$ cat src/rtl/div_unit_pkg.sv
// div_unit_pkg: divider FSM encodings, handshake levels, aluop codes and EX-side helpers
package div_unit_pkg;
    typedef enum logic [1:0] {
        DivFree   = 2'b00,
        DivByZero = 2'b01,
        DivOn     = 2'b10,
        DivEnd    = 2'b11
    } div_state_e;

    localparam logic DivStart          = 1'b1;
    localparam logic DivStop           = 1'b0;
    localparam logic DivResultReady    = 1'b1;
    localparam logic DivResultNotReady = 1'b0;

    localparam logic [7:0] EXE_DIV_OP  = 8'b0001_1010;
    localparam logic [7:0] EXE_DIVU_OP = 8'b0001_1011;
    localparam logic [7:0] EXE_REM_OP  = 8'b0001_1100;
    localparam logic [7:0] EXE_REMU_OP = 8'b0001_1101;

    localparam logic [2:0] EXE_RES_DIV = 3'b101;
    localparam logic [2:0] EXE_RES_REM = 3'b110;

    localparam int DoubleRegBus = 64;
    typedef logic [DoubleRegBus-1:0] double_reg_t;

    // EX holds the pipeline until the divider hands back its result
    function automatic logic ex_div_stall(input logic start, input logic ready);
        return start & ~ready;
    endfunction

    function automatic logic [31:0] ex_div_result(input logic [7:0] aluop, input double_reg_t res);
        return (aluop == EXE_REM_OP || aluop == EXE_REMU_OP) ? res[63:32] : res[31:0];
    endfunction
endpackage

$ cat src/rtl/div_unit.sv
// div_unit: 32-step restoring divider for RV32M DIV/DIVU/REM/REMU,
// returns {remainder, quotient} with a level start / ready handshake.
module div_unit
    import div_unit_pkg::*;
#(
    parameter int DATA_W = 32,
    parameter int CNT_W  = 6
) (
    input  logic                clk,
    input  logic                rst,
    input  logic                signed_div_i,
    input  logic [DATA_W-1:0]   opdata1_i,
    input  logic [DATA_W-1:0]   opdata2_i,
    input  logic                start_i,
    input  logic                annul_i,
    output logic [2*DATA_W-1:0] result_o,
    output logic                ready_o
);
    localparam int W = DATA_W;

    div_state_e       state, state_d;
    logic [CNT_W-1:0] cnt;
    logic [2*W:0]     dividend, dividend_step;
    logic [W:0]       diff;
    logic [W-1:0]     divisor, op1_raw, mag1, mag2, quot, rem;
    logic             sgn_mode, sgn1, sgn2, ready_d;
    logic [2*W-1:0]   result_d;

    always_comb begin
        mag1 = signed_div_i && opdata1_i[W-1] ? -opdata1_i : opdata1_i;
        mag2 = signed_div_i && opdata2_i[W-1] ? -opdata2_i : opdata2_i;
        diff = {1'b0, dividend[2*W-1:W]} - {1'b0, divisor};
        dividend_step = diff[W] ? {dividend[2*W-1:0], 1'b0} : {diff[W-1:0], dividend[W-1:0], 1'b1};
        // magnitude results are fixed up using the latched operand signs
        quot = sgn_mode && (sgn1 ^ sgn2) ? -dividend_step[W-1:0] : dividend_step[W-1:0];
        rem = sgn_mode && sgn1 ? -dividend_step[2*W:W+1] : dividend_step[2*W:W+1];
        state_d = state;
        ready_d = DivResultNotReady;
        result_d = '0;
        if (annul_i) begin
            state_d = DivFree;
        end else begin
            case (state)
                DivFree: begin
                    if (start_i == DivStart) state_d = opdata2_i == '0 ? DivByZero : DivOn;
                end
                DivByZero: begin
                    state_d = DivEnd;
                    ready_d = DivResultReady;
                    result_d = {op1_raw, {W{1'b1}}};
                end
                DivOn: begin
                    if (cnt == CNT_W'(W - 1)) begin
                        state_d = DivEnd;
                        ready_d = DivResultReady;
                        result_d = {rem, quot};
                    end
                end
                DivEnd: begin
                    state_d = start_i ? DivEnd : DivFree;
                    ready_d = start_i ? DivResultReady : DivResultNotReady;
                    result_d = start_i ? result_o : '0;
                end
                default: state_d = DivFree;
            endcase
        end
    end

    always_ff @(posedge clk) begin
        if (rst) begin
            state <= DivFree;
            result_o <= '0;
            ready_o <= DivResultNotReady;
            cnt <= '0;
        end else begin
            state <= state_d;
            result_o <= result_d;
            ready_o <= ready_d;
            if (state == DivFree) begin
                cnt <= '0;
                op1_raw <= opdata1_i;
                sgn_mode <= signed_div_i;
                sgn1 <= opdata1_i[W-1];
                sgn2 <= opdata2_i[W-1];
                divisor <= mag2;
                dividend <= {{W{1'b0}}, mag1, 1'b0};
            end else if (state == DivOn) begin
                dividend <= dividend_step;
                cnt <= cnt + 1'b1;
            end
        end
    end
endmodule

$ cat config.mk
export PLATFORM = sky130hd
export DESIGN_NAME = div_unit
export DESIGN_NICKNAME = d
export VERILOG_FILES = /design/src/rtl/div_unit_pkg.sv /design/src/rtl/div_unit.sv
export SDC_FILE = /design/constraint.sdc
export NUM_CORES = 1
export LEC_CHECK = 0
export ABC_CLOCK_PERIOD_IN_PS = 4390
export CELL_PAD_IN_SITES_DETAIL_PLACEMENT = 1
export CELL_PAD_IN_SITES_GLOBAL_PLACEMENT = 1
export CORE_AREA = 2 2 241 220
export CTS_CLUSTER_SIZE = 25
export DETAILED_ROUTE_END_ITERATION = 12
export DIE_AREA = 0 0 243 222
export PLACE_DENSITY = 0.51
export SYNTH_ARGS = -nofsm -noshare
export SYNTH_HDL_FRONTEND = slang
export SYNTH_SLANG_ARGS = --single-unit
export TNS_END_PERCENT = 100
$ cat constraint.sdc
create_clock -name clk -period 4.39 [get_ports clk]
set_input_delay 0.878 -clock clk [delete_from_list [all_inputs] [get_ports clk]]
set_output_delay 0.878 -clock clk [all_outputs]
set_load 0.1 [all_outputs]
==> flow_summary.json <==
{
  "start_kind": "register",
  "required_ps": 4810,
  "initial_core_util": 0.249,
  "drv_slew": 0,
  "drc": 0,
  "powerDensity_nw_per_um2": 392,
  "track_usage": 0.175,
  "antenna_found_initial": 3,
  "holdCritPathClass": "register to register",
  "slowest_delay_ps": 520,
  "avgViaCountPerCell": 4.94,
  "grt_use_met3": 0.0297,
  "die_h_um": 222,
  "place.gp.congestion": 0.866,
  "drt-initial-drc-count": 746,
  "met1_usage": 0.260,
  "crit_chain": "ha_1 -> a21oi_1 -> o21ai_0 -> or2_1 -> o211ai_2 -> o21ai_4 -> inv_2 -> ha_1 -> nor2b_1 -> buf_4 -> a21oi_1 -> nor2_1 -> o21ai_0 -> xnor2_1 -> nor2_1 -> o21ai_0 -> a21oi_1",
  "ios": 134,
  "whs_ps": 452,
  "dieArea_um2": 53900,
  "wl_per_cell_um": 20.8,
  "relSlewSlack": 0.259,
  "clock-skew-final_ps": 12.1,
  "final_layout_size_suffix_gt1_frac": 0.0785,
  "grt_max_degree": 72,
  "status": "finished, final reports clean",
  "final_common_cell": "nor2_1",
  "endpoint_kind": "register",
  "grt_first_pass_wirelength_um": 72700,
  "dp_slack_ps": 271,
  "numClockSinks": 203,
  "p_leak_uw": 0.00557,
  "die_width_um": 243,
  "arrival_ps": 4430,
  "ys.flop_type": "edfxtp_1",
  "synth_cells": 1455,
  "ant_nets": 0,
  "h-tree-depth": 1,
  "finalSetupViolCount": 0,
  "syn-cell-area_um2": 12700,
  "dpl_cell_area_um2": 15100,
  "final_cell_area_um2": 15900,
  "synthArstFlopShare": 0,
  "path_class": "register to register",
  "clock_latency_ps": 560,
  "overflow": 0,
  "clock_path_buffers": 3,
  "critPathMaxFanout": 13,
  "numCtsBuffers": 27,
  "ys_warn_count": 0,
  "io_buffer_count": 133,
  "min_period_ps": 4000,
  "total_power_uw": 6230,
  "cts.clk_slew.worst_paths_ps": 60,
  "fin_crit_sh": 0.911,
  "worst_slew_pin_slew_ps": 1100,
  "grt.busiest_layer": "met2",
  "coreArea_um2": 51200,
  "row_count": 79,
  "wl_um": 48000,
  "avgSynthCellArea_um2": 8.75,
  "cpMaxStageDelayCell": "edfxtp_1",
  "peakVddDrop_mv": 0.263,
  "dp.final_hpwl_um": 37500,
  "grt_pass1_vias": 11400,
  "postSynthNetCount": 1565,
  "crit_buf_inv": 2,
  "synth_edf_count": 130,
  "layout_common_cells": "nor2_1 (186), a21oi_1 (161), clkdlybuf4s50_1 (133)",
  "drt-pass1-iter-count": 5,
  "fin_nets": 1707,
  "setup_slack_ps": 389,
  "root_buffer": "clkbuf_16",
  "cp_top_family": "compound AO/OA/AOI/OAI gates",
  "num_vias": 11400,
  "ys_types": 76,
  "grt.met2_usage": 0.266,
  "tns_ps": 0,
  "ys_ff_latch": 203,
  "syn_to_final_growth_pct": 24.9,
  "hold_viol": 0,
  "rsz0062_at_grt": "no",
  "ys_seq_area_frac": 0.422,
  "cts_tree": "yes",
  "drv_cap": 0,
  "max_freq_ghz": 0.250,
  "antenna_cells": 0
}
==> state kept, by name, summed over array words and instances (netlist names) <==
name / cells
cnt: 6
dividend: 64
divisor: 32
op1_raw: 32
ready_o: 1
result_o: 64
sgn2: 1
sgn_mode: 1
state: 2
==> final cells by class <==
type,count,area [µm²]
clock buffer,39,741
fill,6079,35300
sequential,203,5370
tap,688,861
inverter,56,210
timing repair buffer,186,1740
clock inverter,11,65.1
multi-input combinational,1123,6910
==> final timing paths <==
kind	to	slack (ps)	depth (start not counted)	start
max	result_o[24]$_SDFFE_PP0N_	390	17	dividend[45]$_SDFFCE_PP0P_
min	result_o[11]$_SDFFE_PP0N_	450	2	result_o[11]$_SDFFE_PP0N_
max reg2reg	result_o[24]$_SDFFE_PP0N_	390	17	dividend[45]$_SDFFCE_PP0P_
min reg2reg	result_o[11]$_SDFFE_PP0N_	450	2	result_o[11]$_SDFFE_PP0N_
==> worst reg2reg max path: stages, from the launching register on <==
cell	delay, ps
edfxtp_1	520
ha_1	460
a21oi_1	260
o21ai_0	180
or2_1	280
o211ai_2	210
o21ai_4	100
inv_2	220
ha_1	280
nor2b_1	160
buf_4	180
a21oi_1	110
nor2_1	200
o21ai_0	130
xnor2_1	240
nor2_1	60
o21ai_0	170
a21oi_1	90
==> kinds of logic after synthesis <==
logic type               Yosys count  synth area share
AO/OA/AOI/OAI                    433             0.204
XOR/XNOR                         143            0.0984
adder cells (fa/ha/maj)           41            0.0409
buffers and inverters            129            0.0392
flip-flops                       203             0.422
multiplexers                      17            0.0136
AND/OR/NAND/NOR                  489             0.182
==> metal layers <==
layer / vias to the layer above / part of all wire
met4: 0 / 0.016
met5: - / 0
met3: 45 / 0.044
met2: 209 / 0.43
li1: 5545 / -
met1: 5588 / 0.51
==> per-stage QoR <==
stage | util | cells
after floorplan | - | 1455
after detailed placement | 0.295 | 2256
after global placement | 0.295 | 2256
after CTS | 0.310 | 2306
after global routing | 0.310 | 2306
final | 0.310 | 2306
==> power breakdown <==
group	switching (µW)	leakage (µW)	internal [µW]	total, µW
combinational	1190	0.00332	657	1850
sequential	119	0.00186	2210	2330
clock	892	0.000397	1170	2060
==> synth_stat cells (16+ instances only) <==
cell | count | area, µm²
nand4_1 | 17 | 106
xnor2_1 | 70 | 613
edfxtp_1 | 130 | 3900
inv_1 | 55 | 206
a22oi_1 | 34 | 255
dfxtp_1 | 73 | 1460
xor2_1 | 73 | 639
nand2_1 | 128 | 480
nor2_1 | 189 | 709
o31ai_1 | 18 | 135
nor3_1 | 35 | 175
clkbuf_1 | 59 | 221
nor4_1 | 16 | 100
ha_1 | 40 | 500
a21oi_1 | 162 | 811
o21ai_0 | 108 | 541
==> repair_timing <==
action | 4_1_cts | 5_1_grt
hold buffers | 0 | 0
setup buffers | 0 | 0
gates resized for setup | 0 | 2
endpoints found under the setup margin | 0 | 1
hold endpoints to repair | 0 | 0
(Power assumes the default switching activity.)
